==> src/rtl/dm_lsu_if.sv <==
// Data-memory bus between the load/store unit (master) and memory (slave):
// one req/gnt handshake per access, then a single rvalid response with optional err.
interface dm_lsu_if #(
  parameter int XLEN = 32
);
  logic            bus_req;
  logic            bus_we;
  logic [XLEN-1:0] bus_addr;
  logic [3:0]      bus_be;
  logic [XLEN-1:0] bus_wdata;
  logic            bus_gnt;
  logic            bus_rvalid;
  logic [XLEN-1:0] bus_rdata;
  logic            bus_err;

  modport master (
    output bus_req, bus_we, bus_addr, bus_be, bus_wdata,
    input  bus_gnt, bus_rvalid, bus_rdata, bus_err
  );

  modport slave (
    input  bus_req, bus_we, bus_addr, bus_be, bus_wdata,
    output bus_gnt, bus_rvalid, bus_rdata, bus_err
  );
endinterface

==> src/rtl/dm_lsu.sv <==
// MEM-stage load/store unit: formats sub-word stores, aligns/extends loads; MISALIGN_TRAP_EN faults misaligned half/word.
// Latency >= 3 stall cycles + DONE; stalls the pipeline while waiting on bus_gnt and bus_rvalid.
module dm_lsu #(
  parameter int XLEN = 32
) (
  input  logic            clk,
  input  logic            reset_n,
  input  logic            m_mem_read,
  input  logic            m_mem_write,
  input  logic [2:0]      m_funct3,
  input  logic [XLEN-1:0] m_alu_y,
  input  logic [XLEN-1:0] m_rrd2,
  output logic            lsu_stall,
  output logic [XLEN-1:0] lsu_rdata,
  output logic            lsu_fault,
  dm_lsu_if.master        bus
);

  typedef enum logic [1:0] {IDLE, REQ, RESP, DONE} state_t;

  state_t          r_state;
  state_t          w_next;
  logic            r_we;
  logic [2:0]      r_f3;
  logic [XLEN-1:0] r_addr;
  logic [3:0]      r_be;
  logic [XLEN-1:0] r_wdata;
  logic [XLEN-1:0] r_rdata;
  logic            r_fault;

  logic            w_access;
  logic            w_mis;
  logic [3:0]      w_be;
  logic [XLEN-1:0] w_wdata;
  logic [7:0]      w_byte;
  logic [15:0]     w_half;
  logic [XLEN-1:0] w_load;

  // Read+write together is treated as a store.
  assign w_access = m_mem_read | m_mem_write;

  always_comb begin
    w_be    = 4'b1111;
    w_wdata = m_rrd2;
    case (m_funct3[1:0])
      2'b00: begin
        w_be    = 4'b0001 << m_alu_y[1:0];
        w_wdata = {4{m_rrd2[7:0]}};
      end
      2'b01: begin
        w_be    = 4'b0011 << {m_alu_y[1], 1'b0};
        w_wdata = {2{m_rrd2[15:0]}};
      end
      default: ;
    endcase
  end

`ifdef MISALIGN_TRAP_EN
  assign w_mis = ((m_funct3[1:0] == 2'b01) & m_alu_y[0]) |
                 ((m_funct3 == 3'b010) & (m_alu_y[1:0] != 2'b00));
`else
  assign w_mis = 1'b0;
`endif

  // Lane selection uses the captured address; half ignores a[0], word ignores a[1:0].
  assign w_byte = bus.bus_rdata[{r_addr[1:0], 3'b000} +: 8];
  assign w_half = bus.bus_rdata[{r_addr[1], 4'b0000} +: 16];

  always_comb begin
    w_load = bus.bus_rdata;
    case (r_f3)
      3'b000:  w_load = {{24{w_byte[7]}}, w_byte};
      3'b100:  w_load = {24'd0, w_byte};
      3'b001:  w_load = {{16{w_half[15]}}, w_half};
      3'b101:  w_load = {16'd0, w_half};
      default: w_load = bus.bus_rdata;
    endcase
  end

  always_comb begin
    w_next    = r_state;
    lsu_stall = 1'b0;
    case (r_state)
      IDLE: begin
        lsu_stall = w_access;
        if (w_access) w_next = w_mis ? DONE : REQ;
      end
      REQ: begin
        lsu_stall = 1'b1;
        if (bus.bus_gnt) w_next = RESP;
      end
      RESP: begin
        lsu_stall = 1'b1;
        if (bus.bus_rvalid) w_next = DONE;
      end
      DONE:    w_next = IDLE;
      default: w_next = IDLE;
    endcase
  end

  always_ff @(posedge clk or negedge reset_n) begin
    if (!reset_n) begin
      r_state <= IDLE;
      r_we    <= 1'b0;
      r_f3    <= 3'd0;
      r_addr  <= '0;
      r_be    <= 4'd0;
      r_wdata <= '0;
      r_rdata <= '0;
      r_fault <= 1'b0;
    end else begin
      r_state <= w_next;
      if ((r_state == IDLE) && w_access) begin
        r_we    <= m_mem_write;
        r_f3    <= m_funct3;
        r_addr  <= m_alu_y;
        r_be    <= w_be;
        r_wdata <= w_wdata;
        r_rdata <= '0;
        r_fault <= w_mis;
      end
      if ((r_state == RESP) && bus.bus_rvalid) begin
        r_fault <= bus.bus_err;
        r_rdata <= (bus.bus_err | r_we) ? '0 : w_load;
      end
    end
  end

  assign bus.bus_req   = (r_state == REQ);
  assign bus.bus_we    = r_we;
  assign bus.bus_addr  = {r_addr[XLEN-1:2], 2'b00};
  assign bus.bus_be    = r_be;
  assign bus.bus_wdata = r_wdata;
  assign lsu_rdata     = r_rdata;
  assign lsu_fault     = r_fault;

endmodule

==> src/flat_wrapper.sv <==
// flat-port wrapper written by rule: the top's interface ports become plain ports
module dm_lsu_flat 
#(
  parameter int XLEN = 32
)
  (clk, reset_n, m_mem_read, m_mem_write, m_funct3, m_alu_y, m_rrd2, lsu_stall, lsu_rdata, lsu_fault, bus_bus_req, bus_bus_we, bus_bus_addr, bus_bus_be, bus_bus_wdata, bus_bus_gnt, bus_bus_rvalid, bus_bus_rdata, bus_bus_err);
  dm_lsu_if #(.XLEN(XLEN)) bus_i ();
  input  logic clk;
  input  logic reset_n;
  input  logic m_mem_read;
  input  logic m_mem_write;
  input  logic [2:0] m_funct3;
  input  logic [XLEN-1:0] m_alu_y;
  input  logic [XLEN-1:0] m_rrd2;
  output logic lsu_stall;
  output logic [XLEN-1:0] lsu_rdata;
  output logic lsu_fault;
  output wire logic [$bits(bus_i.bus_req)-1:0] bus_bus_req;
  output wire logic [$bits(bus_i.bus_we)-1:0] bus_bus_we;
  output wire logic [$bits(bus_i.bus_addr)-1:0] bus_bus_addr;
  output wire logic [$bits(bus_i.bus_be)-1:0] bus_bus_be;
  output wire logic [$bits(bus_i.bus_wdata)-1:0] bus_bus_wdata;
  input wire logic [$bits(bus_i.bus_gnt)-1:0] bus_bus_gnt;
  input wire logic [$bits(bus_i.bus_rvalid)-1:0] bus_bus_rvalid;
  input wire logic [$bits(bus_i.bus_rdata)-1:0] bus_bus_rdata;
  input wire logic [$bits(bus_i.bus_err)-1:0] bus_bus_err;
  assign bus_bus_req = bus_i.bus_req;
  assign bus_bus_we = bus_i.bus_we;
  assign bus_bus_addr = bus_i.bus_addr;
  assign bus_bus_be = bus_i.bus_be;
  assign bus_bus_wdata = bus_i.bus_wdata;
  assign bus_i.bus_gnt = bus_bus_gnt;
  assign bus_i.bus_rvalid = bus_bus_rvalid;
  assign bus_i.bus_rdata = bus_bus_rdata;
  assign bus_i.bus_err = bus_bus_err;
  dm_lsu #(.XLEN(XLEN)) u_core (.clk(clk), .reset_n(reset_n), .m_mem_read(m_mem_read), .m_mem_write(m_mem_write), .m_funct3(m_funct3), .m_alu_y(m_alu_y), .m_rrd2(m_rrd2), .lsu_stall(lsu_stall), .lsu_rdata(lsu_rdata), .lsu_fault(lsu_fault), .bus(bus_i));
endmodule
==> config.mk <==
export PLATFORM = sky130hd
export DESIGN_NAME = dm_lsu_flat
export DESIGN_NICKNAME = d
export VERILOG_FILES = /design/src/rtl/dm_lsu_if.sv /design/src/rtl/dm_lsu.sv /design/src/flat_wrapper.sv
export SDC_FILE = /design/constraint.sdc
export NUM_CORES = 1
export LEC_CHECK = 0
export BUFFER_PORTS_ARGS = -buffer_cell sky130_fd_sc_hd__clkbuf_2
export CORE_MARGIN = 3
export CORE_UTILIZATION = 25
export DETAILED_ROUTE_END_ITERATION = 10
export GPL_ROUTABILITY_DRIVEN = 0
export SETUP_SLACK_MARGIN = 0.02
export SLEW_MARGIN = 5
export SYNTH_ARGS = -nofsm -noshare
export SYNTH_HDL_FRONTEND = slang
export SYNTH_SLANG_ARGS = --single-unit
==> constraint.sdc <==
create_clock -name clk -period 2.6 [get_ports clk]
set_input_delay 0.39 -clock clk [delete_from_list [all_inputs] [get_ports clk]]
set_output_delay 0.39 -clock clk [all_outputs]
set_load 0.005 [all_outputs]
======== Word-level counts from Yosys, hierarchy flattened ========
Cells that the tools add are included.
cells by class
  eq/ne operators ......................... 10
  shifts and indexed selects .............. 4
  multiplexer cells ....................... 13
  bitwise logic cells ..................... 2
  reductions and logical operators ........ 8
operators with widths
  operator                                                               number
  32-bit case mux with 4 select lines                                    1
  32-bit 2-to-1 mux                                                      3
  32-bit case mux with 2 select lines                                    1
  32-bit by 6-bit indexed part select with 16-bit output                 1
  32-bit by 6-bit indexed part select with 8-bit output                  1
  2-bit case mux with 4 select lines                                     1
  4-bit case mux with 2 select lines                                     1
  3-bit equality test, second input constant                             2
  2-bit 2-to-1 mux                                                       3
  2-bit by 1-bit equality test with 1-bit output, second input constant  2
  2-bit equality test, second input constant                             2
  2-bit logical NOT                                                      2
  2-bit by 1-bit != test with 1-bit output, second input constant        2
  1-bit by 2-bit << shifter with 4-bit output, first input constant      1
  2-bit by 2-bit << shifter with 4-bit output, first input constant      1
  3-bit by 1-bit equality test with 1-bit output, second input constant  1
  3-bit logical NOT                                                      1
  3-bit AND reduction                                                    1
  1-bit logical AND                                                      2
  1-bit 2-to-1 mux                                                       2
  2-bit != test, second input constant                                   1
  1-bit bitwise OR                                                       2
  1-bit case mux with 2 select lines                                     1
  2-bit nonzero test                                                     1
  2-bit OR reduction                                                     1
storage, ports and cells
  register bits ........................... 107
  input bits .............................. 106
  output and inout port bits .............. 104
  logic and storage cells ................. 45

======== Longest topological paths before layout ========
  word-level depth ........................ 4
  mapped depth ............................ 8
  mapped depth without buffers ............ 6

======== Worst setup path before layout ========
Ideal clock, no wire load.
  kind .................................... flip-flop to flip-flop
  start point ............................. register u_core.r_state[0]
  end point ............................... register u_core.r_rdata[26] (netlist: u_core.lsu_rdata[26])
  setup time .............................. 0.066 ns
  data arrival time ....................... 1.744 ns
  required time ........................... 2.534 ns
  setup slack ............................. 0.790 ns
  cell stages (with the launch flop) ...... 9
  buffers on the path ..................... 2
  clock period less this slack ............ 1.810 ns
  cells stage by stage .................... dfrtp_1 -> inv_1 -> ha_1 -> nand2_1 -> or3_1 -> buf_6 -> nor4_4 -> buf_6 -> a221o_1
on the way
  word-level cells in the longest chain between the ends .. 3
  elaborated cells between the ends (all ways) .. 6
  classes of those cells .................. eq/ne (1); mux (1); reduce/logical (4)
ends and longest elaborated chain
  item                                                      line                          source
  start, declared                                           dm_lsu.sv:21                  state_t r_state;
  start signal, assigned                                    dm_lsu.sv:112                 r_state <= w_next;
  2-bit equality test or 2-bit logical NOT (tied branches)  dm_lsu.sv:122, dm_lsu.sv:113
  1-bit logical AND (on tied branches)                      dm_lsu.sv:122, dm_lsu.sv:113
  32-bit 2-to-1 mux or 2-bit nonzero test (tied branches)   --
  end signal, assigned                                      dm_lsu.sv:124                 r_rdata <= (bus.bus_err | r_we) ? '0 : w_load;
  end, declared                                             dm_lsu.sv:28                  logic [XLEN-1:0] r_rdata;
Several ways; a longest one is shown, not always the timed one.
A chain may end at the register's enable or synchronous reset.

======== Final worst setup path ========
Ends and elaborated chain as after synthesis.

==> impl_metrics.ini <==
[clocking]
cts_made_buffers = 9
clkTransAtPathRegs_ns = 0.08
clockBufferDepth = 2
cts_tree = done
h-tree-depth = 3
cts.sinks = 107
cts_setup_buffers = 0
cts_resized = 0
clk_latency_ns = 0.35
root_buffer = clkbuf_16

[worst_hold_path]
worstHoldPathCells = 2
hold_path.class = in2reg

[finish]
mostFrequentLayoutCell = clkbuf_2
fin_cells = 892
mostFrequentLayoutCells = clkbuf_2 (206), dfrtp_1 (107), nand2_1 (51)
postLayoutCoreUtil = 0.329
insertedDiodeCount = 0
n_fill_cell = 2058
syn2layout_area_growth_pct = 27.2
drive_gt1_frac = 0.447
nNetsFinal = 733

[synth]
ys_seq_elements = 107
ys_warn_count = 0
syn_inst = 455
synth_ff_type = dfrtp_1
synth_area_mm2 = 0.00512
postSynthAreaPerCell_um2 = 11.3
yosysSeqAreaShare = 0.523
async_reset_ff_frac = 1.00
ys_types = 37
synth-edff-count = 0

[floorplanning]
ios = 210
start_util = 0.259
rows = 51
die_h_um = 149
core-area_mm2 = 0.0198
die_w_um = 149
dieArea_mm2 = 0.0222

[timing]
fin_skew_ns = 0.00961
post-route-period-util = 0.855
tightest_slew_ns = 0.671
setup_violations = 0
maxSlewHeadroom = 0.552
fin_setup_tns_ns = 0
rsz0062_at_grt = no
finalCriticalPeriod_ns = 2.22
finalMaxSlewViolations = 0
finalHoldViolCount = 0
fmax_mhz = 450

[placed_design]
dp.cells = 875
dp_hpwl_mm = 10.8
io_buffers = 207

[worst_setup_path]
ff2ff_path_depth = 6
end_kind = register
worst_ep_arrival_time_ns = 2.51
path_max_fanout = 17
criticalPathCategory = reg2reg
start_kind = register
required_ns = 2.88

[power]
p_leak_nw = 3.27
vdd_ir_drop_max_uv = 386
powerDensity_mw_per_mm2 = 1090

[route]
highest_layer = met5
routed_wl_mm = 14.5
wire_per_inst_um = 16.3
dr.pass1.iters = 4
drt-met1-wl_mm = 6.09
vias = 4083
routed_via_density = 4.58
drc = 0
wl_met2_mm = 6.72
drt_first_iter_violations = 125
route.met3.wl_mm = 1.55
drtAntennaViolNets = 0

[global_routing]
first_global_vias = 4138
antenna_found_initial = 1
grt_max_degree = 66
grt_pass1_wl_mm = 23.1
grt_usage = 0.131
overflow = 0

[status]
status = finished, final reports clean

[run]
maxCapViolCount = 0
## cell families (layout without fill, tap and decap cells)
group,Yosys count,after routing,synth area share
buffers and inverters,73,244,0.0831
flip-flops,107,107,0.523
AO/OA/AOI/OAI,107,107,0.143
AND/OR/NAND/NOR,84,84,0.0730
multiplexers,78,78,0.165
adder cells (fa/ha/maj),5,5,0.0122
other,1,2,0.000732
## synth_stat cells, types with 8 or more instances
cell | count | share of area
a21oi_1 | 15 | 0.015
a221o_1 | 18 | 0.035
buf_2 | 10 | 0.0098
buf_4 | 33 | 0.048
clkbuf_1 | 13 | 0.0095
dfrtp_1 | 107 | 0.52
inv_1 | 11 | 0.0081
mux2_2 | 43 | 0.095
mux2i_1 | 34 | 0.066
nand2_1 | 51 | 0.037
nor2_1 | 15 | 0.011
o21ai_0 | 35 | 0.034
o21ai_1 | 8 | 0.0078
## final timing paths
path	from	endpoint	slack (ns)
max reg2reg	u_core.r_state[0]	u_core.lsu_rdata[26]	0.38
max	u_core.r_state[0]	u_core.lsu_rdata[26]	0.38
min in group asynchronous	reset_n	u_core.lsu_rdata[23]	0.52
min reg2reg	u_core.bus.bus_wdata[28]	u_core.bus.bus_wdata[28]	0.48
max in group asynchronous	reset_n	u_core.bus.bus_wdata[28]	1.29
min	m_alu_y[23]	u_core.r_addr[23]	0.26
## registers in the layout (all words and copies together), names as in the netlist
| signal | flops |
|---|---|
| u_core.bus.bus_be | 4 |
| u_core.lsu_rdata | 32 |
| u_core.r_addr | 32 |
| u_core.r_state | 2 |
| u_core.r_f3 | 3 |
| u_core.lsu_fault | 1 |
| u_core.bus.bus_wdata | 32 |
| u_core.bus.bus_we | 1 |
## layer usage
metal | vias up | track usage
met5 | - | 0
met4 | 2 | 0.0330
met3 | 11 | 0.0501
met2 | 195 | 0.207
met1 | 1947 | 0.170
li1 | 1928 | -
## metrics by stage
stage	hold slack (ns)	total power [mW]	cell area [um2]	setup slack [ns]
floorplan	0.0944	4.84	5120	0.790
global route	0.249	7.68	6510	0.209
detailed placement	0.361	5.82	6210	0.408
finish	0.263	7.10	6510	0.376
CTS	0.244	7.22	6510	0.403
global placement	0.359	5.77	6210	0.463
## worst max-delay path, stage by stage (launching register included)
cell and delay [ns]:
dfrtp_1 0.40, inv_1 0.12, ha_1 0.23, nand2_1 0.09
or3_1 0.60, nor2_4 0.48, a221o_1 0.23
## cell type report
cell class,instances,area (um2),share of cell area
sequential,107,2680,0.411
multi-input combinational,276,2030,0.312
timing repair buffer,217,1140,0.175
clock buffer,11,243,0.0373
tap,265,332,0.0509
inverter,11,41.3,0.00634
clock inverter,5,45.0,0.00692
## timing repair
item | in CTS | in global routing
hold buffers | 1 | 0
endpoints found under the hold margin | 29 | 0
endpoints found under the setup margin | 0 | 0
## power by group
part | switching [mW] | internal [mW]
Combinational | 1.43 | 1.42
Sequential | 0.502 | 2.39
Clock | 0.669 | 0.692
Total | 2.60 | 4.50
Note: power is estimated with default switching activity, not from simulation.
